===== config.mk =====
export PLATFORM = sky130hd
export DESIGN_NAME = l1_miss_responder
export DESIGN_NICKNAME = d
export VERILOG_FILES = /design/src/rtl/l1_miss_responder_pkg.sv /design/src/rtl/rr_arbiter.sv /design/src/rtl/sync_fifo.sv /design/src/rtl/l1_miss_responder.sv
export SDC_FILE = /design/constraint.sdc
export NUM_CORES = 2
export LEC_CHECK = 0
export CAP_MARGIN = 20
export CORE_AREA = 2 2 427 429
export CTS_CLUSTER_DIAMETER = 30
export DETAILED_ROUTE_END_ITERATION = 8
export DIE_AREA = 0 0 429 431
export PLACE_DENSITY = 0.3
export SYNTH_ARGS = -nofsm -noshare
export SYNTH_HDL_FRONTEND = slang
export SYNTH_SLANG_ARGS = --single-unit

===== constraint.sdc =====
create_clock -name clk -period 24.5 [get_ports clk]
set_input_delay 4.9 -clock clk [delete_from_list [all_inputs] [get_ports clk]]
set_output_delay 4.9 -clock clk [all_outputs]
set_load 0.01 [all_outputs]

===== src/rtl/l1_miss_responder_pkg.sv =====
// Shared cache types for the L1 miss responder and its helpers.
// Latency: n/a (types and constants only).
// Backpressure: n/a.
package l1_miss_responder_pkg;

    localparam int THREADS_PER_CORE = 4;
    localparam int CACHE_LINE_BITS  = 512;
    localparam int LINE_INDEX_BITS  = 26;

    typedef logic [LINE_INDEX_BITS-1:0]          cache_line_index_t;
    typedef logic [CACHE_LINE_BITS-1:0]          cache_line_data_t;
    typedef logic [$clog2(THREADS_PER_CORE)-1:0] l1_miss_entry_idx_t;

    // One outstanding miss: issued means the read has gone to memory and
    // the slot now waits for its data to come back in order.
    typedef struct packed {
        logic              valid;
        logic              issued;
        logic              synchronized;
        cache_line_index_t addr;
    } miss_slot_t;

endpackage


===== src/rtl/rr_arbiter.sv =====
// Round-robin arbiter: grants the first requester at or after the priority pointer.
// Latency: grant is combinational from request; pointer moves at the edge of update_lru.
// Backpressure: without update_lru the pointer holds, so the grant stays stable.
module rr_arbiter #(
    parameter int NUM_REQUESTERS = 4,
    parameter int IDX_W          = 2
) (
    input  logic                      clk,
    input  logic                      reset,
    input  logic [NUM_REQUESTERS-1:0] request,
    input  logic                      update_lru,
    output logic [NUM_REQUESTERS-1:0] grant_oh,
    output logic [IDX_W-1:0]          grant_idx
);

    logic [IDX_W-1:0] prio_q, prio_d;
    logic             granted;
    int               cand;

    // Scan upward from the priority pointer with wrap; first requester wins.
    always_comb begin
        grant_oh  = '0;
        grant_idx = '0;
        granted   = 1'b0;
        cand      = 0;
        for (int i = 0; i < NUM_REQUESTERS; i++) begin
            cand = int'(prio_q) + i;
            if (cand >= NUM_REQUESTERS) begin
                cand = cand - NUM_REQUESTERS;
            end
            if (!granted && request[cand[IDX_W-1:0]]) begin
                granted                  = 1'b1;
                grant_oh[cand[IDX_W-1:0]] = 1'b1;
                grant_idx                = cand[IDX_W-1:0];
            end
        end
    end

    // The winner becomes lowest priority once its grant is consumed.
    always_comb begin
        prio_d = prio_q;
        if (update_lru && granted) begin
            prio_d = (int'(grant_idx) == NUM_REQUESTERS - 1) ? '0 : grant_idx + IDX_W'(1);
        end
    end

    // Priority pointer register; reset favours requester 0.
    always_ff @(posedge clk or posedge reset) begin
        if (reset) begin
            prio_q <= '0;
        end else begin
            prio_q <= prio_d;
        end
    end

endmodule


===== src/rtl/sync_fifo.sv =====
// In-order FIFO of WIDTH-bit words, SIZE deep, registered storage.
// Latency: a pushed word is visible at pop_data the cycle after the push.
// Backpressure: none internally; caller must not push when full or pop when empty.
module sync_fifo #(
    parameter int WIDTH = 2,
    parameter int SIZE  = 4
) (
    input  logic             clk,
    input  logic             reset,
    input  logic             push,
    input  logic [WIDTH-1:0] push_data,
    input  logic             pop,
    output logic [WIDTH-1:0] pop_data,
    output logic             empty,
    output logic             full
);

    localparam int PTR_W = (SIZE > 1) ? $clog2(SIZE) : 1;
    localparam int CNT_W = $clog2(SIZE + 1);

    logic [WIDTH-1:0] mem_q [SIZE];
    logic [WIDTH-1:0] mem_d [SIZE];
    logic [PTR_W-1:0] rd_ptr_q, rd_ptr_d;
    logic [PTR_W-1:0] wr_ptr_q, wr_ptr_d;
    logic [CNT_W-1:0] count_q, count_d;

    function automatic logic [PTR_W-1:0] ptr_inc(input logic [PTR_W-1:0] p);
        return (p == PTR_W'(SIZE - 1)) ? '0 : p + PTR_W'(1);
    endfunction

    assign pop_data = mem_q[rd_ptr_q];
    assign empty    = (count_q == '0);
    assign full     = (count_q == CNT_W'(SIZE));

    // Pointer, occupancy and storage update for push/pop, both allowed together.
    always_comb begin
        mem_d    = mem_q;
        wr_ptr_d = wr_ptr_q;
        rd_ptr_d = rd_ptr_q;
        count_d  = count_q;
        if (push) begin
            mem_d[wr_ptr_q] = push_data;
            wr_ptr_d        = ptr_inc(wr_ptr_q);
        end
        if (pop) begin
            rd_ptr_d = ptr_inc(rd_ptr_q);
        end
        if (push && !pop) begin
            count_d = count_q + CNT_W'(1);
        end else if (pop && !push) begin
            count_d = count_q - CNT_W'(1);
        end
    end

    // State registers; reset empties the FIFO.
    always_ff @(posedge clk or posedge reset) begin
        if (reset) begin
            for (int i = 0; i < SIZE; i++) begin
                mem_q[i] <= '0;
            end
            rd_ptr_q <= '0;
            wr_ptr_q <= '0;
            count_q  <= '0;
        end else begin
            mem_q    <= mem_d;
            rd_ptr_q <= rd_ptr_d;
            wr_ptr_q <= wr_ptr_d;
            count_q  <= count_d;
        end
    end

endmodule


===== src/rtl/l1_miss_responder.sv =====
// L2-side responder: tracks miss-queue line fills by entry index, reads memory, returns fills.
// Latency: ack combinational; read issued the cycle after ack; response one cycle after read data.
// Backpressure: busy slots stall req_ack; memory stalls hold the arbiter grant stable.
module l1_miss_responder
    import l1_miss_responder_pkg::*;
#(
    parameter int NUM_ENTRIES = THREADS_PER_CORE
) (
    input  logic               clk,
    input  logic               reset,
    input  logic               req_valid,
    input  cache_line_index_t  req_addr,
    input  l1_miss_entry_idx_t req_idx,
    input  logic               req_synchronized,
    output logic               req_ack,
    output logic               mem_read_en,
    output cache_line_index_t  mem_read_addr,
    input  logic               mem_read_ready,
    input  logic               mem_read_data_valid,
    input  cache_line_data_t   mem_read_data,
    output logic               l2_response_valid,
    output l1_miss_entry_idx_t l2_response_idx,
    output cache_line_data_t   l2_response_data,
    output logic               l2_response_synchronized
);

    localparam int IDX_W = $bits(l1_miss_entry_idx_t);

    miss_slot_t               slot_q [NUM_ENTRIES];
    miss_slot_t               slot_d [NUM_ENTRIES];
    logic [NUM_ENTRIES-1:0]   eligible;
    logic [NUM_ENTRIES-1:0]   grant_oh;
    l1_miss_entry_idx_t       grant_idx;
    l1_miss_entry_idx_t       head_idx;
    logic                     issue;
    logic                     ret;
    logic                     fifo_empty;
    logic                     fifo_full;

    logic                     resp_valid_q, resp_valid_d;
    l1_miss_entry_idx_t       resp_idx_q,   resp_idx_d;
    cache_line_data_t         resp_data_q,  resp_data_d;
    logic                     resp_sync_q,  resp_sync_d;

    // Slots waiting to go to memory.
    always_comb begin
        eligible = '0;
        for (int i = 0; i < NUM_ENTRIES; i++) begin
            eligible[i] = slot_q[i].valid && !slot_q[i].issued;
        end
    end

    // Reset gating keeps every output low while reset is held.
    assign req_ack       = !reset && req_valid && !slot_q[req_idx].valid;
    assign mem_read_en   = !reset && (|eligible);
    assign mem_read_addr = mem_read_en ? slot_q[grant_idx].addr : '0;
    assign issue         = mem_read_en && mem_read_ready;
    assign ret           = mem_read_data_valid && !fifo_empty;

    rr_arbiter #(
        .NUM_REQUESTERS (NUM_ENTRIES),
        .IDX_W          (IDX_W)
    ) u_arb (
        .clk        (clk),
        .reset      (reset),
        .request    (eligible),
        .update_lru (issue),
        .grant_oh   (grant_oh),
        .grant_idx  (grant_idx)
    );

    // Memory returns data in issue order, so this FIFO maps each beat to its slot.
    sync_fifo #(
        .WIDTH (IDX_W),
        .SIZE  (NUM_ENTRIES)
    ) u_idx_fifo (
        .clk       (clk),
        .reset     (reset),
        .push      (issue),
        .push_data (grant_idx),
        .pop       (ret),
        .pop_data  (head_idx),
        .empty     (fifo_empty),
        .full      (fifo_full)
    );

    // Return frees, issue marks and accept fills; the three always hit distinct slots.
    always_comb begin
        slot_d = slot_q;
        if (ret) begin
            slot_d[head_idx].valid  = 1'b0;
            slot_d[head_idx].issued = 1'b0;
        end
        if (issue) begin
            slot_d[grant_idx].issued = 1'b1;
        end
        if (req_ack) begin
            slot_d[req_idx].valid        = 1'b1;
            slot_d[req_idx].issued       = 1'b0;
            slot_d[req_idx].synchronized = req_synchronized;
            slot_d[req_idx].addr         = req_addr;
        end
    end

    // Response is a single-cycle pulse; payload holds until the next return.
    always_comb begin
        resp_valid_d = ret;
        resp_idx_d   = resp_idx_q;
        resp_data_d  = resp_data_q;
        resp_sync_d  = resp_sync_q;
        if (ret) begin
            resp_idx_d  = head_idx;
            resp_data_d = mem_read_data;
            resp_sync_d = slot_q[head_idx].synchronized;
        end
    end

    // Slot table and response registers; reset discards all outstanding work.
    always_ff @(posedge clk or posedge reset) begin
        if (reset) begin
            for (int i = 0; i < NUM_ENTRIES; i++) begin
                slot_q[i] <= '0;
            end
            resp_valid_q <= 1'b0;
            resp_idx_q   <= '0;
            resp_data_q  <= '0;
            resp_sync_q  <= 1'b0;
        end else begin
            slot_q       <= slot_d;
            resp_valid_q <= resp_valid_d;
            resp_idx_q   <= resp_idx_d;
            resp_data_q  <= resp_data_d;
            resp_sync_q  <= resp_sync_d;
        end
    end

    assign l2_response_valid        = resp_valid_q;
    assign l2_response_idx          = resp_idx_q;
    assign l2_response_data         = resp_data_q;
    assign l2_response_synchronized = resp_sync_q;

`ifndef SYNTHESIS
    a_data_needs_inflight: assert property (@(posedge clk) disable iff (reset)
        mem_read_data_valid |-> !fifo_empty);
    a_popped_slot_issued: assert property (@(posedge clk) disable iff (reset)
        ret |-> (slot_q[head_idx].valid && slot_q[head_idx].issued));
    a_grant_is_eligible: assert property (@(posedge clk) disable iff (reset)
        mem_read_en |-> ((grant_oh != '0) && ((grant_oh & eligible) == grant_oh)));
    a_fifo_no_overflow: assert property (@(posedge clk) disable iff (reset)
        issue |-> (!fifo_full || ret));
`endif

endmodule


==> run_results.csv <==
group,metric,value,unit
outcome,status,"finished clean",
timing,clock.fmax,82.2,MHz
detailed_routing,ant_nets,0,
run,drv_cap,0,
die,die_area,185000,sq um
timing,setup_tns,0,ns
setup_path,startpoint,"reset",
global_routing,grt_max_degree,184,
detailed_routing,drt_iter0_markers,1078,
die,io_pins,1090,
power,ir_drop,0.0746,mV
die,start_util,0.141,
yosys,yosys-top-cells-area,"dfrtp_1 (64%), nand2_1 (23%), mux2_2 (4.7%)",
setup_path,cp-end-kind,"primary output",
die,die_w,429,um
placement,portBuffers,1089,
timing,fin_skew,0.0422,ns
yosys,synth_edf_count,0,
setup_path,critPathLaunchType,"input port",
power,power,6.56,mW
clocking,clkTransAtPathRegs,0.04,ns
timing,setup_viol,0,
clocking,cts_htree_levels,4,
yosys,ys_ff_latch,649,
timing,rsz0062_at_grt,"false",
setup_path,crit_fanout,61,
timing,worstMarginPinSlew,1.07,ns
power,pwr_density_cell,140,nW/um^2
clocking,insertion_delay,0.80,ns
yosys,synthCells,2620,
yosys,synthMuxAreaShare,0.0773,
global_routing,first_global_vias,24600,
yosys,ys_seq_area_frac,0.641,
finish,fillers,19300,
clocking,ctsHoldBuffers,0,
finish,mostFrequentLayoutCell,"nand2_1",
yosys,netlist.area_leader.share,0.641,
clocking,post_cts.repair.setup_buffers,0,
timing,whs,0.464,ns
setup_path,path_class,"input port to primary output",
yosys,synth_top_family_by_area,"simple AND/OR/NAND/NOR gates",
yosys,syn_area,25300,sq um
finish,final_cell_mix,"nand2_1 (1562), clkdlybuf4s50_1 (1089), dfrtp_1 (649)",
power,p_leak,21.9,nW
yosys,synth.largest_area_cell,"dfrtp_1",
yosys,async_flop_share,1.00,
setup_path,worstPathArrival,7.27,ns
setup_path,r2r_start,"u_idx_fifo.count_q[0]",
detailed_routing,dr.pass1.iters,5,
yosys,synth.distinct_cells,42,
clocking,cts_inserted_buffers,237,
timing,period_minus_slack,12.17,ns
global_routing,antenna_found_initial,59,
hold_path,min_path_type,"register to register",
detailed_routing,via_count,22700,
clocking,clockRootBuffer,"clkbuf_16",
global_routing,grt_use_total,0.148,
hold_path,holdCritStartpoint,"l2_response_data[94]",
global_routing,grt-ovfl-total,0,
timing,hold_viol_final,0,
yosys,synthSimpleGateAreaFrac,0.238,
die,std_cell_rows,156,
die,fp.dieH,431,um
clocking,cts.repair.resized,0,
clocking,cts_tree,"done",
placement,gp_congestion,0.806,
placement,hpwlAfterDp,104,mm
yosys,synthAdderAreaFrac,0.00425,
timing,finalMaxSlewViolations,0,
clocking,cts.sinks,649,
clocking,cts_buffer_depth,3,
yosys,avgSynthCellArea,9.67,sq um
die,core_area,180000,sq um
detailed_routing,wire_per_inst,21.8,um
setup_path,worstPathRequired,19.60,ns
finish,finish.net_count,4390,
detailed_routing,viasPerCell,3.54,
yosys,yosys.area_share.xor_xnor,0.00104,
finish,area_growth,84.9,%
timing,relSlewSlack,0.286,
detailed_routing,routed_wl,140,mm
yosys,synth-compound-area-share,0.0127,
finish,layout-drive-gt1-share,0.131,
finish,fin_util,0.260,
global_routing,grt_pass1_wl,194,mm
timing,final.period_utilization,0.497,
yosys,syn-num-nets,3174,
yosys,ys.flop_type,"dfrtp_1",
yosys,yosysWarningCount,0,
detailed_routing,remaining_drc_errors,0,
[layout make-up]
class / count / area [sq um] / area share
tap: 2370 / 2970 / 0.0633
clock inverter: 58 / 687 / 0.0147
inverter: 11 / 58.8 / 0.00126
multi-input combinational: 1823 / 8460 / 0.181
clock buffer: 373 / 7230 / 0.154
timing repair buffer: 1114 / 11100 / 0.238
sequential: 649 / 16200 / 0.347
antenna: 20 / 50.0 / 0.00107
[sequential cells by signal, summed over array words and instances (netlist names)]
name,flops
l2_response_data,512
slot_q,116
u_idx_fifo.mem_q,8
u_idx_fifo.count_q,3
l2_response_idx,2
u_arb.prio_q,2
u_idx_fifo.rd_ptr_q,2
u_idx_fifo.wr_ptr_q,2
l2_response_synchronized,1
l2_response_valid,1
[layer usage]
metal	share of wire	wire length, um	vias up	GRT usage
li1	-	-	10700	-
met1	0.38	52700	10800	0.157
met2	0.49	68700	854	0.248
met3	0.089	12500	319	0.0692
met4	0.041	5710	72	0.0721
met5	0.0040	567	-	0.00468
[worst paths after layout]
kind                                    endpoint  slack (ns)  depth (start not counted)
setup reg to reg           l2_response_data[372]       20.38                          7
setup / recovery                mem_read_addr[4]       12.33                          6
hold / removal              l2_response_data[94]        0.46                          2
max in group asynchronous  l2_response_data[376]       15.94                          7
min in group asynchronous  l2_response_data[167]        4.56                          2
hold reg to reg             l2_response_data[94]        0.46                          2
[through the flow]
step | area (sq um) | setup slack (ns) | std cells
global placement | 38800 | 11.95 | 5966
global route | 46800 | 12.07 | 6411
finish | 46800 | 12.33 | 6418
detailed placement | 38800 | 11.87 | 5966
floorplan | 25300 | 5.32 | 2620
CTS | 46800 | 11.86 | 6397
[report_power, final]
group	total (mW)	leakage [nW]	internal (mW)	switching, mW
logic	1.97	10.0	0.931	1.04
clock network	2.88	3.92	2.04	0.840
registers	1.71	7.92	1.47	0.235
[Yosys cell counts, types with 2 or more instances]
master,n
nand2_1,1562
dfrtp_1,649
clkbuf_1,107
mux2_2,106
mux2i_1,53
o22ai_1,26
buf_2,21
o21ai_0,11
buf_6,8
mux2_4,8
ha_1,7
inv_1,7
nor2_1,5
mux2_1,4
nand2b_1,4
nand3_1,4
inv_2,3
mux4_2,3
or3_1,3
a21o_1,2
a22oi_1,2
nor2b_1,2
nor3b_1,2
o31a_1,2
xor2_1,2
[logic make-up (layout without fill, tap and decap cells)]
family | after synthesis | in the layout
AOI/OAI and AO/OA | 50 | 50
muxes | 174 | 174
and+or+nand+nor | 1588 | 1588
buffers and inverters | 148 | 1556
other | 0 | 20
xor gates and xnor gates | 3 | 3
DFF | 649 | 649
adders and majority gates | 8 | 8
[critical path: stages]
cell             delay, ns
clkdlybuf4s50_1       0.51
inv_8                 0.40
nand2_1               0.41
buf_16                0.29
o22ai_1               0.15
clkdlybuf4s50_1       0.57
Power figures use the tool's default switching activity.
==> patch (config.mk and constraints unchanged) <==
Change the package constant `LINE_INDEX_BITS` from 26 to 52.
--- a/src/rtl/l1_miss_responder_pkg.sv
+++ b/src/rtl/l1_miss_responder_pkg.sv
@@ -7,3 +7,3 @@
     localparam int CACHE_LINE_BITS  = 512;
-    localparam int LINE_INDEX_BITS  = 26;
+    localparam int LINE_INDEX_BITS  = 52;
 
Interface: changed (resized mem_read_addr and req_addr); port bits go from 1090 to 1142. No check against the original RTL was run, so the function may have changed too.
==> patch against the unedited design <==
Maximum frequency fell by 9.1%. Clock power rose by 24%. Sequential cell count rose by 104. Routed wire length rose by 15%. Synthesized area rose by 17%. Worst setup slack got worse by 1.2 ns. Highest routed layer unchanged. Worst hold slack barely moved. Design area rose by 14%. Global-route usage rose by 2.3 points. Total power rose by 21%.
==> patch: results (changes against the unedited design) <==
Synth Instances: 2,942 (was 2,620)
reg2reg setup slack: 19.76 ns (was 20.38 ns)
PwrDens: 149 nW/um^2 (was 140 nW/um^2)
Reg2Reg Depth: 9 (was 7)
TritonCTS buffer count: 308 (was 237)
crit path setup slack, layout: 11.11 ns (was 12.33 ns)
met1 wire length: 62,900 um (was 52,700 um)
hold_ws: 0.464 ns (about the same)
layout cell share with drive strength beyond 1: 15.6% (was 13.1%)
largest cells by area after synthesis: dfrtp_1 (64%), nand2_1 (20%), mux2_2 (8.3%) (was dfrtp_1 (64%), nand2_1 (23%), mux2_2 (4.7%))
met3 WL post-DR: 16,300 um (was 12,500 um)
largest net degree at the start of global routing: 159 (was 184)
routed wl met2: 77,600 um (was 68,700 um)
sequential-to-total area share from yosys stat: 63.6% (was 64.1%)
number of antenna violations at the first check in global routing: 77 (was 59)
Yosys cell types: 41 (was 42)
first-pass detailed-route iteration total: 4 (was 5)
met1 usage: 19.1% (was 15.7%)
CP max FO: 86 (was 61)
htree depth: 5 (was 4)
status: finished, final reports clean (unchanged)
dpl cell area: 43,700 um^2 (was 38,800 um^2)
GPL Wtd Cong: 0.799 (was 0.806)
worst vdd ir: 71.0 uV (was 74.6 uV)
crit path max-delay cell type: a211oi_4 (was clkdlybuf4s50_1)
Slew HR: 30.5% (was 28.6%)
first-pass GRT wire length: 225,000 um (was 194,000 um)
met2 global-route usage: 28.3% (was 24.8%)
crit path capture: mem_read_addr[29] (was mem_read_addr[4])
==> patch: changes by cell type after synthesis, moves of 18 or more <==
cell	unedited run	this run
a21oi_1	1	58
mux2_2	106	218
clkbuf_1	107	125
mux2i_1	53	3
a22oi_1	2	52
dfrtp_1	649	753
a221oi_1	0	52
o22ai_1	26	0
==> patch: cell type report <==
type                    instances  area [um^2]  share of cell area (%)
flip-flops and latches        753        18800                    35.2
repair buffers               1172        11700                    21.9
multi-input cells            2011        10100                    18.9
clock buffers                 496         9480                    17.7
well taps                    2370         2970                    5.54
clock inverters                31          267                   0.498
diodes                         36         90.1                   0.168
inverters                       8         41.3                  0.0772
==> patch: cells by family after synthesis <==
group                      after synthesis  share of synthesized area [%]
DFF                                    753                           63.6
buffers and inverters                  178                           2.51
xor gates and xnor gates                 3                         0.0886
muxes                                  229                           8.76
adders and majority gates                8                          0.363
AOI/OAI and AO/OA                      180                           4.33
and+or+nand+nor                       1591                           20.4
